[src/rtl/tdm_pkg.sv]
// rtl/tdm_pkg.sv - shared types and constants for the 4-slot TDM demultiplexer
package tdm_pkg;

   typedef enum logic {
      HUNT = 1'b0,
      RUN  = 1'b1
   } state_t;

   localparam logic [1:0] SLOT_D0 = 2'b00;
   localparam logic [1:0] SLOT_D1 = 2'b01;
   localparam logic [1:0] SLOT_D2 = 2'b10;
   localparam logic [1:0] SLOT_D3 = 2'b11;

   localparam int NUM_SLOTS = 4;

endpackage

[src/rtl/tdm_demux4_if.sv]
// rtl/tdm_demux4_if.sv - slot stream in, held parallel channels out
interface tdm_demux4_if #(
   parameter int WIDTH = 1
);
   logic             din_valid;
   logic [WIDTH-1:0] din;
   logic             din_sof;
   logic [WIDTH-1:0] d0;
   logic [WIDTH-1:0] d1;
   logic [WIDTH-1:0] d2;
   logic [WIDTH-1:0] d3;
   logic             frame_valid;

   modport master (
      output din_valid, din, din_sof,
      input  d0, d1, d2, d3, frame_valid
   );

   modport slave (
      input  din_valid, din, din_sof,
      output d0, d1, d2, d3, frame_valid
   );
endinterface

[src/rtl/tdm_slot_ctrl.sv]
// rtl/tdm_slot_ctrl.sv - frame lock FSM, slot counter and violation detection
module tdm_slot_ctrl
   import tdm_pkg::*;
(
   input  logic                 clk,
   input  logic                 rst,
   input  logic                 din_valid,
   input  logic                 din_sof,
   output logic [NUM_SLOTS-1:0] stage_en,
   output logic                 publish,
   output logic                 err,
   output logic                 locked,
   output logic [1:0]           slot,
   output logic                 frame_err
);

   state_t state;

   assign locked = (state == RUN);

   // Strobes act on the same edge that samples the beat, so they stay combinational.
   always_comb begin
      stage_en = '0;
      publish  = 1'b0;
      err      = 1'b0;
      if (din_valid) begin
         if (state == HUNT) begin
            stage_en[SLOT_D0] = din_sof;
         end else if (din_sof) begin
            stage_en[SLOT_D0] = 1'b1;
            err               = (slot != SLOT_D0);
         end else if (slot == SLOT_D0) begin
            err = 1'b1;
         end else if (slot == SLOT_D3) begin
            publish = 1'b1;
         end else begin
            stage_en[slot] = 1'b1;
         end
      end
   end

   always_ff @(posedge clk or posedge rst) begin
      if (rst) begin
         state     <= HUNT;
         slot      <= SLOT_D0;
         frame_err <= 1'b0;
      end else begin
         frame_err <= err;
         if (din_valid) begin
            if (din_sof) begin
               state <= RUN;
               slot  <= SLOT_D1;
            end else if (state == RUN) begin
               if (slot == SLOT_D0) begin
                  state <= HUNT;
                  slot  <= SLOT_D0;
               end else begin
                  slot <= slot + 2'd1;
               end
            end
         end
      end
   end

endmodule

[src/rtl/tdm_demux4.sv]
// rtl/tdm_demux4.sv - TDM 1-to-4 demultiplexer publishing only complete frames
module tdm_demux4
   import tdm_pkg::*;
#(
   parameter int WIDTH = 1,
   parameter int ERR_W = 8
) (
   input  logic             clk,
   input  logic             rst,
   tdm_demux4_if.slave      bus,
   output logic             locked,
   output logic [1:0]       slot,
   output logic             frame_err,
   output logic [ERR_W-1:0] err_cnt
);

   logic [NUM_SLOTS-1:0] stage_en;
   logic                 publish;
   logic                 err;
   logic [WIDTH-1:0]     stage0, stage1, stage2;

   tdm_slot_ctrl u_ctrl (
      .clk       (clk),
      .rst       (rst),
      .din_valid (bus.din_valid),
      .din_sof   (bus.din_sof),
      .stage_en  (stage_en),
      .publish   (publish),
      .err       (err),
      .locked    (locked),
      .slot      (slot),
      .frame_err (frame_err)
   );

   // Slot 3 is taken straight from din so the whole frame lands on one edge.
   always_ff @(posedge clk or posedge rst) begin
      if (rst) begin
         stage0          <= '0;
         stage1          <= '0;
         stage2          <= '0;
         bus.d0          <= '0;
         bus.d1          <= '0;
         bus.d2          <= '0;
         bus.d3          <= '0;
         bus.frame_valid <= 1'b0;
         err_cnt         <= '0;
      end else begin
         bus.frame_valid <= publish;
         if (stage_en[SLOT_D0]) stage0 <= bus.din;
         if (stage_en[SLOT_D1]) stage1 <= bus.din;
         if (stage_en[SLOT_D2]) stage2 <= bus.din;
         if (publish) begin
            bus.d0 <= stage0;
            bus.d1 <= stage1;
            bus.d2 <= stage2;
            bus.d3 <= bus.din;
         end
         if (err && (err_cnt != {ERR_W{1'b1}})) err_cnt <= err_cnt + 1'b1;
      end
   end

endmodule

[src/flat_wrapper.sv]
// flat-port wrapper written by rule: the top's interface ports become plain ports
module tdm_demux4_flat import tdm_pkg::*;
#(
   parameter int WIDTH = 1,
   parameter int ERR_W = 8
)
  (clk, rst, locked, slot, frame_err, err_cnt, bus_din_valid, bus_din, bus_din_sof, bus_d0, bus_d1, bus_d2, bus_d3, bus_frame_valid);
  tdm_demux4_if #(.WIDTH(WIDTH)) bus_i ();
  input  logic clk;
  input  logic rst;
  output logic locked;
  output logic [1:0] slot;
  output logic frame_err;
  output logic [ERR_W-1:0] err_cnt;
  input wire logic [$bits(bus_i.din_valid)-1:0] bus_din_valid;
  input wire logic [$bits(bus_i.din)-1:0] bus_din;
  input wire logic [$bits(bus_i.din_sof)-1:0] bus_din_sof;
  output wire logic [$bits(bus_i.d0)-1:0] bus_d0;
  output wire logic [$bits(bus_i.d1)-1:0] bus_d1;
  output wire logic [$bits(bus_i.d2)-1:0] bus_d2;
  output wire logic [$bits(bus_i.d3)-1:0] bus_d3;
  output wire logic [$bits(bus_i.frame_valid)-1:0] bus_frame_valid;
  assign bus_i.din_valid = bus_din_valid;
  assign bus_i.din = bus_din;
  assign bus_i.din_sof = bus_din_sof;
  assign bus_d0 = bus_i.d0;
  assign bus_d1 = bus_i.d1;
  assign bus_d2 = bus_i.d2;
  assign bus_d3 = bus_i.d3;
  assign bus_frame_valid = bus_i.frame_valid;
  tdm_demux4 #(.WIDTH(WIDTH), .ERR_W(ERR_W)) u_core (.clk(clk), .rst(rst), .bus(bus_i), .locked(locked), .slot(slot), .frame_err(frame_err), .err_cnt(err_cnt));
endmodule
[config.mk]
export PLATFORM = sky130hd
export DESIGN_NAME = tdm_demux4_flat
export DESIGN_NICKNAME = d
export VERILOG_FILES = /design/src/rtl/tdm_pkg.sv /design/src/rtl/tdm_demux4_if.sv /design/src/rtl/tdm_slot_ctrl.sv /design/src/rtl/tdm_demux4.sv /design/src/flat_wrapper.sv
export SDC_FILE = /design/constraint.sdc
export NUM_CORES = 1
export LEC_CHECK = 0
export CELL_PAD_IN_SITES_DETAIL_PLACEMENT = 0
export CELL_PAD_IN_SITES_GLOBAL_PLACEMENT = 2
export CORE_MARGIN = 10
export CORE_UTILIZATION = 42
export DETAILED_ROUTE_END_ITERATION = 6
export DONT_BUFFER_PORTS = 1
export HOLD_SLACK_MARGIN = 0.08
export PLACE_DENSITY = 0.78
export SLEW_MARGIN = 5
export SYNTH_ARGS = -nofsm -noshare
export SYNTH_HDL_FRONTEND = slang
export SYNTH_HIERARCHICAL = 1
export SYNTH_SLANG_ARGS = --single-unit
[constraint.sdc]
create_clock -name clk -period 3 [get_ports clk]
set_input_delay 0.6 -clock clk [delete_from_list [all_inputs] [get_ports clk]]
set_output_delay 0.6 -clock clk [all_outputs]
set_load 0.05 [all_outputs]
# == After elaboration in Yosys (flattened, before gate mapping) ==
# Index checks and enable logic that the tools add are counted.
# word_totals
word_cells,48
inputBits,5
register_bits,20
# classes
n_lt_le_gt_ge,2
muxes,24
add_sub_neg,2
n_eq_ne,2
n_reduce_logical,6
# ops
operator,n
1-bit 2-to-1 mux,15
2-bit 2-to-1 mux,5
3-bit 2-to-1 mux,3
"8-bit by 1-bit adder with 8-bit output, second input constant",1
"8-bit != test, second input constant",1
2-bit nonzero test,2
"2-bit by 3-bit < comparator with 1-bit output, second input constant",1
"2-bit by 1-bit adder with 2-bit output, second input constant",1
1-bit demux with 2-bit select,1
"2-bit equality test, second input constant",1
"2-bit by 1-bit greater-or-equal comparator with 1-bit output, second input constant",1
1-bit logical AND,2
2-bit logical NOT,1
2-bit AND reduction,1

# == Depth between registers and ports, before layout ==
# depth
depth_word,9
ltp_mapped,7
mapped_depth_nobuf,7

# == By module ==
# Netlist, hierarchy kept.
# modules_own_cells
module,area_each_um2,cells_each,n_inst
tdm_demux4,681.9,51,1
tdm_slot_ctrl,286.5,29,1

# == Least setup slack after synthesis ==
# OpenSTA, ideal clock, no wires.
# synth_timing
path_kind,register -> register
from,reg u_core.u_ctrl.slot[0]
to,reg u_core.err_cnt[7]
arrival_time_ps,2081
synth_period_minus_slack_ps,2208
setup_ps,128
required_ps,2872
path_stages_with_launch,8
path_slack_ps,792
cell_sequence,dfrtp_1 inv_1 ha_1 xor2_1 and3_1 and4_1 nand3_1 mux2_1
# synth_between
elab_chain_len,6
elab_cells_between_ends,7
# synth_rtl
element,line_no,text
start: declaration,tdm_slot_ctrl.sv:13,"output logic [1:0] slot,"
start signal: assignment,tdm_slot_ctrl.sv:58,slot <= slot + 2'd1;
2-bit logical NOT,tdm_slot_ctrl.sv:32,end else if (slot == SLOT_D0) begin
1-bit 2-to-1 mux,tdm_slot_ctrl.sv:32,
1-bit 2-to-1 mux (*),tdm_slot_ctrl.sv:29,end else if (din_sof) begin
1-bit 2-to-1 mux (*),tdm_slot_ctrl.sv:27,if (state == HUNT) begin
1-bit 2-to-1 mux (*),tdm_slot_ctrl.sv:26,if (din_valid) begin
via u_core.err,tdm_demux4.sv:19,logic err;
1-bit logical AND (*),tdm_demux4.sv:58,if (err && (err_cnt != {ERR_W{1'b1}})) err_cnt <= err_cnt + 1'b1;
end signal: assignment,tdm_demux4.sv:58,
end: declaration,tdm_demux4.sv:14,output logic [ERR_W-1:0] err_cnt
# The timed path passes the listed nets; every way through them passes the cells marked *.
# A chain may end at the register's enable or synchronous reset.

# == Final worst setup path ==
# layout_timing
from,reg u_core.u_ctrl.slot[1]
to,reg u_core.err_cnt[7]
# Same word-level chain as after synthesis.

==> results.cfg <==
[status]
status = completed

[final_layout]
fin_nets = 96
stdcell_area_sq_mm = 0.001032
area_delta_synth_final_pct = 7.843
diodes = 0
drive_gt1_frac = 0.2048

[drt]
detail-route-antenna-nets = 0
drt_wl_total_mm = 1.914
drc_errors = 0
drt_iter0_markers = 30
vias = 595
routed_via_density = 5.360
drt_pre_antenna_iters = 2
wl_per_cell_microns = 17.24

[worst_hold_path]
hold_class = in -> async

[floorplanning]
coreArea_sq_mm = 0.002191
start_util = 0.4369
dieArea_sq_mm = 0.004589
die_w_microns = 67.74
fp.dieH_microns = 67.74
row_count = 17
design.portCount = 22

[pwr]
powerDensity_mw_per_mm2 = 1057
ir_worst_vdd_mv = 0.5012
p_leak_nw = 0.4830

[critical_path]
end_kind = flop
crit_fanout = 6
reg2reg_slack_ps = 610
crit_required_ps = 3190
worstSetupPathType = reg -> reg
cp_data_arrival_time_ps = 2580
start_kind = flop

[job]
max_cap_viol_count = 0

[clock_network]
numCtsBuffers = 3
cts.sinks = 20
post_cts_buffers = 0
clkLatencyLatePin_ps = 290
clock_path_buffers = 2
cts_tree = built
cts_root_buffer = clkbuf_4
clkTransAtPathRegs_ps = 110
h-tree-depth = 1

[sta]
hold_violations = 0
worstMarginPinSlew_ps = 624.5
fin_crit_ps = 2387
tns_ps = 0
slew_violations = 0
relSlewSlack = 0.5836
timing.final.crit_share = 0.7958
skew_ps = 6.880
grt_setup_unrepaired = no
max_freq_mhz = 418.9
setup_viol = 0

[logic_synthesis]
synth_nets = 89
syn_area_per_cell_sq_um = 12.27
synthCells = 78
yosys_warnings = 6
syn_area_sq_um = 957.2

[placed_design]
gp_congestion = 0.7303
hpwlAfterDp_mm = 1.444
port-buffer-count = 0
place_area_sq_um = 999.7

[global_route]
grt_pass1_vias = 648
grt_pass1_wl_mm = 3.139
grt_max_degree = 17
antenna_found_initial = 0
grt_util_all_layers = 0.08999
grt_overflow_total = 0
==> final timing paths <==
path                                       start                    end  cells after the start
min reg2reg                        u_core/stage0          u_core/bus.d0                      1
min in group clk                         bus_din          u_core/stage2                      1
max                        u_core/u_ctrl/slot[1]      u_core/err_cnt[7]                      7
max in group asynchronous                    rst  u_core/u_ctrl/slot[0]                      2
max reg2reg                u_core/u_ctrl/slot[1]      u_core/err_cnt[7]                      7
min                                          rst      u_core/err_cnt[1]                      1
==> per-layer routing <==
metal  wire length, microns  track usage  vias to the layer above
li1                       -            -                      285
met1                    857       0.1093                      291
met2                    801       0.1256                       17
met3                    237      0.04793                        2
met4                     17      0.04615                        0
met5                      0            0                        -
==> registers in the layout, summed over array words and instances (netlist names) <==
signal                   flops
u_core/bus.d0                1
u_core/u_ctrl/locked         1
u_core/bus.frame_valid       1
u_core/u_ctrl/slot           2
u_core/u_ctrl/frame_err      1
u_core/bus.d3                1
u_core/stage0                1
u_core/bus.d1                1
u_core/stage1                1
u_core/stage2                1
u_core/bus.d2                1
u_core/err_cnt               8
==> power by group <==
part / internal [mW] / switching, mW
registers: 0.358 / 0.364
logic: 0.119 / 0.123
clock network: 0.0467 / 0.0797
total: 0.524 / 0.567
==> critical path, stage by stage, from the launching register on <==
cell and delay, ps:
dfrtp_1 740, inv_1 160, ha_1 250, xor2_1 120, and3_1 290, and4_1 280
nand3_1 90, mux2_1 350
==> repair_timing <==
action | in CTS | in global routing
gates resized for setup | 0 | 0
hold endpoints to repair | 4 | 0
hold buffers | 1 | 0
setup endpoints to repair | 0 | 0
==> placed cells by master, fill, tap and decap left out, drive strengths merged, types with 2 or more instances in the layout <==
master	count
dfrtp	20
mux2	10
ha	6
inv	5
and2	5
clkbuf	3
nand3	3
xnor2	3
nand2	3
o21ai	3
nand4	2
nor2	2
xor2	2
nor3	2
and3	2
==> per-stage QoR <==
stage | instances | util | setup WS [ps] | hold slack (ps) | power [mW]
finish | 111 | 0.4712 | 612.5 | 251.9 | 1.091
global route | 111 | 0.4712 | 447.9 | 279.0 | 1.169
CTS | 111 | 0.4712 | 599.1 | 272.2 | 1.110
detailed placement | 107 | 0.4563 | 631.9 | 378.9 | 0.9803
global placement | 107 | 0.4563 | 750.5 | 391.8 | 0.9642
floorplan | 78 | - | 791.8 | 366.1 | 0.8982
==> cell type report <==
type	instances	area [sq um]
fill	206	1159
sequential	20	500.5
multi-input combinational	53	437.9
tap	28	35.03
clock buffer	3	22.52
inverter	5	18.77
timing repair buffer	2	17.52
(Power assumes the default switching activity.)
